File: config.mk
export PLATFORM = sky130hd
export DESIGN_NAME = oled_char_renderer
export DESIGN_NICKNAME = d
export VERILOG_FILES = /design/src/rtl/oled_char_renderer.sv
export SDC_FILE = /design/constraint.sdc
export NUM_CORES = 1
export LEC_CHECK = 0
export CAP_MARGIN = 20
export CORE_UTILIZATION = 43
export CTS_CLUSTER_DIAMETER = 60
export DETAILED_ROUTE_END_ITERATION = 8
export PLACE_DENSITY = 0.75
export SYNTH_ARGS = -nofsm -noshare
export SYNTH_HDL_FRONTEND = slang
export SYNTH_SLANG_ARGS = --single-unit
File: constraint.sdc
create_clock -name clk -period 1.5 [get_ports clk]
set_clock_uncertainty 0.15 [all_clocks]
set_input_delay 0.15 -clock clk [delete_from_list [all_inputs] [get_ports clk]]
set_output_delay 0.15 -clock clk [all_outputs]
set_load 0.02 [all_outputs]
File: src/rtl/oled_char_renderer.sv
// rtl/oled_char_renderer.sv - renders one character code into OLED column bytes via the font ROM
//
// Optional feature macro: OLED_CHAR_INVERT_EN (adds the invert input; all bytes XORed with 0xFF).
//
// Ports:
//   clk, rst_n           clock, asynchronous active-low reset
//   char_valid/ready     character handshake from the text formatter
//   char_code, char_hex  ASCII code, or nibble in [3:0] rendered as a hex digit
//   invert               (OLED_CHAR_INVERT_EN only) highlight cell, sampled on accept
//   font_re, font_addr   font ROM read request
//   font_data            font ROM glyph, registered, valid one cycle after font_re
//   byte_valid/ready     column byte handshake to the OLED data writer
//   byte_data, byte_last column bitmap (bit0 = top pixel), final byte marker
//   busy                 renderer is not idle
module oled_char_renderer #(
  parameter int GAP_COLS    = 1,
  parameter int ADDR_WIDTH  = 8,
  parameter int GLYPH_WIDTH = 40
) (
  input  logic                   clk,
  input  logic                   rst_n,
  input  logic                   char_valid,
  output logic                   char_ready,
  input  logic [7:0]             char_code,
  input  logic                   char_hex,
`ifdef OLED_CHAR_INVERT_EN
  input  logic                   invert,
`endif
  output logic                   font_re,
  output logic [ADDR_WIDTH-1:0]  font_addr,
  input  logic [GLYPH_WIDTH-1:0] font_data,
  output logic                   byte_valid,
  input  logic                   byte_ready,
  output logic [7:0]             byte_data,
  output logic                   byte_last,
  output logic                   busy
);

  localparam logic [1:0] S_IDLE  = 2'd0;
  localparam logic [1:0] S_FETCH = 2'd1;
  localparam logic [1:0] S_WAIT  = 2'd2;
  localparam logic [1:0] S_SEND  = 2'd3;

  // Index of the final byte: five glyph columns followed by the gap columns.
  localparam logic [2:0] LAST_COL = 3'(4 + GAP_COLS);

  logic [1:0]             state;
  logic [ADDR_WIDTH-1:0]  addr_q;
  logic [GLYPH_WIDTH-1:0] glyph;
  logic [2:0]             col;
  logic [ADDR_WIDTH-1:0]  addr_map;

  // Codes outside the font's printable range fall back to the space glyph.
  always_comb begin
    addr_map = ADDR_WIDTH'(32);
    if (char_hex)
      addr_map = ADDR_WIDTH'(char_code[3:0]);
    else if (char_code >= 8'd32 && char_code <= 8'd122)
      addr_map = ADDR_WIDTH'(char_code);
  end

  always_ff @(posedge clk or negedge rst_n) begin
    if (!rst_n) begin
      state  <= S_IDLE;
      addr_q <= '0;
      glyph  <= '0;
      col    <= '0;
    end else begin
      case (state)
        S_IDLE: begin
          if (char_valid) begin
            addr_q <= addr_map;
            state  <= S_FETCH;
          end
        end
        S_FETCH: state <= S_WAIT;
        S_WAIT: begin
          glyph <= font_data;
          col   <= '0;
          state <= S_SEND;
        end
        S_SEND: begin
          if (byte_ready) begin
            // Shifting zeros in makes the gap columns fall out as 0x00 naturally.
            glyph <= glyph << 8;
            col   <= col + 3'd1;
            if (col == LAST_COL) begin
              col   <= '0;
              state <= S_IDLE;
            end
          end
        end
        default: state <= S_IDLE;
      endcase
    end
  end

  assign char_ready = (state == S_IDLE);
  assign font_re    = (state == S_FETCH);
  assign font_addr  = addr_q;
  assign byte_valid = (state == S_SEND);
  assign byte_last  = byte_valid && (col == LAST_COL);
  assign busy       = (state != S_IDLE);

`ifdef OLED_CHAR_INVERT_EN
  logic inv_q;

  always_ff @(posedge clk or negedge rst_n) begin
    if (!rst_n)
      inv_q <= 1'b0;
    else if (char_valid && char_ready)
      inv_q <= invert;
  end

  assign byte_data = byte_valid ? (glyph[GLYPH_WIDTH-1 -: 8] ^ {8{inv_q}}) : 8'h00;
`else
  assign byte_data = byte_valid ? glyph[GLYPH_WIDTH-1 -: 8] : 8'h00;
`endif

endmodule

==> out/qor.yml <==
routing:
  top_layer: "met4"
  drc: 0
  drt_iter0_drc: 66
  wl_met1_um: 3090
  via_per_inst: 5.32
  dr_total_vias: 2325
  drt-total-wl_um: 7010
  ant_nets: 0
  wl_per_cell_um: 16.0
  wl_met2_um: 3560
  first_pass_iters: 4
  wl_met3_um: 225
synth:
  synth_edf_count: 0
  syn_avg_cell_area_um2: 10.6
  yosys_warnings: 0
  ys_ff_latch: 53
  async_flop_share_pct: 100
  yosysUniqueCellTypes: 35
  yosys-top-cells-area: "dfrtp_1 49%, mux2i_1 17%, nand2_1 6.0%"
  synth_top_area_share_pct: 49.3
  synth_fp_nets: 311
  yosysSeqAreaShare_pct: 49.3
  syn_inst: 254
  synth_ff_type: "dfrtp_1"
  syn_area_um2: 2690
  yosys.area.top_type: "dfrtp_1"
floorplan:
  die_w_um: 81.1
  rows: 28
  die_area_um2: 6570
  die_h_um: 81.1
  start_util_pct: 44.9
  pin_count: 74
  core_area_um2: 5990
sta:
  slew_violations: 0
  setup_ws_ns: -0.187
  period_needed_ns: 1.69
  tightest_slew_ns: 0.393
  hold_slack_ns: 0.208
  finalHoldViolations: 0
  fmax_mhz: 593
  tns_ns: -8.00
  finalCritPeriodShare_pct: 112
  setup_viol: 58
  rsz0062_at_grt: "true"
  slew-limit-headroom_pct: 73.7
critical_path:
  crit_path_end_kind: "register"
  cp.arrival_ns: 1.76
  worst_setup_path_start_kind: "register"
  crit_path_frequent_cell: "buf_12"
  critPathMaxStageDelay_ns: 0.43
  required_ns: 1.57
  path_cells: "ha_4, buf_12, mux2i_4, buf_12, buf_12, nand2_2, o21ai_1"
  r2r_start: "state[1]"
  crit_fanout: 12
  worstSetupStartpoint: "state[1]"
  path_class: "register to register"
  cp_slowest_cell: "dfrtp_1"
global_routing:
  antenna_found_initial: 0
  grt_pass1_wl_um: 10800
  grt_overflow_total: 0
  grt_max_degree: 54
  grt_pass1_vias: 2259
  grtUsageTotal_pct: 21.7
clock_tree:
  cts_tree: "done"
  numCtsBuffers: 5
  clockBufferDepth: 2
  clk_pin_slew_worst_paths_ns: 0.10
  cts_sinks: 53
  root_buffer: "clkbuf_8"
  clk_latency_ns: 0.31
  cts_htree_levels: 2
flow_run:
  cap_violations: 0
placed_design:
  place.gp.congestion: 0.787
  dp_cells: 412
  dp_slack_ns: -0.270
  port_buffers: 73
  dp_hpwl_um: 4240
layout:
  num_antenna_cells: 0
  nets: 418
  layout_common_cells: "53 x dfrtp_1, 51 x clkdlybuf4s50_1, 42 x mux2i_1"
  layout-drive-gt1-share_pct: 28.7
  syn_to_final_growth_pct: 58.4
  instances_no_fill: 437
  layout_commonest_cell: "dfrtp_1"
  fill_cells: 436
power:
  comb_power_share_pct: 61.6
  switching_share_pct: 38.8
  ir_drop_mv: 0.979
  p_clk_share_pct: 9.8
  power.density_nw_per_um2: 2050
  power.internal_uw: 5360
  p_leak_uw: 0.00188
  power_switching_uw: 3390
  seq_power_share_pct: 28.6
outcome:
  violations: "setup timing"
  status: "complete, but fails checks"
worst_hold_path:
  hp-class: "primary input to asynchronous set/reset pin"
-- flip-flops by register name (all words and copies together) (netlist names) --
| name | flops |
|---|---|
| glyph | 40 |
| font_addr | 8 |
| col | 3 |
| state | 2 |
-- metrics by stage --
stage	utilization (%)	area, um^2	power [uW]
finish	71.1	4260	8750
global route	71.1	4260	9280
CTS	67.6	4050	8030
detailed placement	61.5	3690	6270
global placement	61.5	3690	6130
floorplan	-	2730	5010
-- path summary, 6_finish.rpt --
check,cells after the start,end,slack [ns]
hold / removal,3,font_addr[1],0.21
hold reg to reg,2,glyph[34],0.33
setup reg to reg,7,glyph[22],-0.19
setup / recovery,7,glyph[22],-0.19
min in group clk,3,glyph[11],0.31
max in group asynchronous,3,font_addr[0],0.74
-- power by group through the flow --
stage               Combinational [uW]  Clock [uW]  Sequential (uW)
finish                            5390         856             2500
floorplan                         2500           0             2500
global placement                  3690           0             2450
CTS                               4690         872             2460
global route                      5770         941             2580
detailed placement                3780           0             2490
-- critical path: cells and delay by family, from the launching register on --
| kind | cells | cell delay (ns) |
|---|---|---|
| compound gates | 1 | 0.10 |
| fa+ha+maj | 1 | 0.19 |
| buf+inv | 3 | 0.44 |
| flops | 1 | 0.43 |
| mux | 1 | 0.24 |
| simple gates | 1 | 0.06 |
-- Yosys cell counts (2+ instances only) --
| cell type | instances |
|---|---|
| o21ai_0 | 28 |
| and4b_1 | 3 |
| buf_4 | 2 |
| clkbuf_1 | 3 |
| a21oi_1 | 5 |
| nor2_1 | 2 |
| ha_1 | 4 |
| and2_1 | 9 |
| o22ai_1 | 9 |
| o211ai_1 | 2 |
| buf_2 | 4 |
| nand3_1 | 4 |
| inv_1 | 4 |
| and4_1 | 2 |
| buf_6 | 7 |
| a211oi_1 | 2 |
| mux2i_1 | 45 |
| dfrtp_1 | 53 |
| o21ai_1 | 8 |
| nand2_1 | 43 |
-- layout make-up --
| class | count | area, um^2 | share of cell area [%] |
|---|---|---|---|
| clock buffer | 5 | 68.8 | 1.62 |
| inverter | 4 | 25.0 | 0.588 |
| timing repair buffer | 116 | 1310 | 30.8 |
| clock inverter | 3 | 26.3 | 0.617 |
| tap | 75 | 93.8 | 2.20 |
| multi-input combinational | 181 | 1410 | 33.1 |
| sequential | 53 | 1330 | 31.1 |
-- cells by family (layout without fill, tap and decap cells) --
family                     after synthesis  in the layout  share of synthesized area, %
and+or+nand+nor                         70             70                          13.1
AOI/OAI and AO/OA                       60             60                          12.9
DFF                                     53             53                          49.3
muxes                                   46             46                          17.3
buffers and inverters                   20            128                          5.21
adders and majority gates                4              4                          1.86
xor gates and xnor gates                 1              1                         0.326
-- repair_timing --
item	in CTS	in global routing
endpoints found under the setup margin	74	66
buffers inserted	6	5
hold buffers	1	0
hold endpoints to repair	53	0
cloned	4	3
pin swaps	4	15
resized for setup	125	42
-- layer usage --
metal / GRT usage, % / up-vias
li1: - / 1116
met3: 3.82 / 12
met4: 7.32 / 0
met2: 35.5 / 60
met1: 28.8 / 1137
met5: 0 / -
No activity file was read; power rests on OpenSTA's default activity.
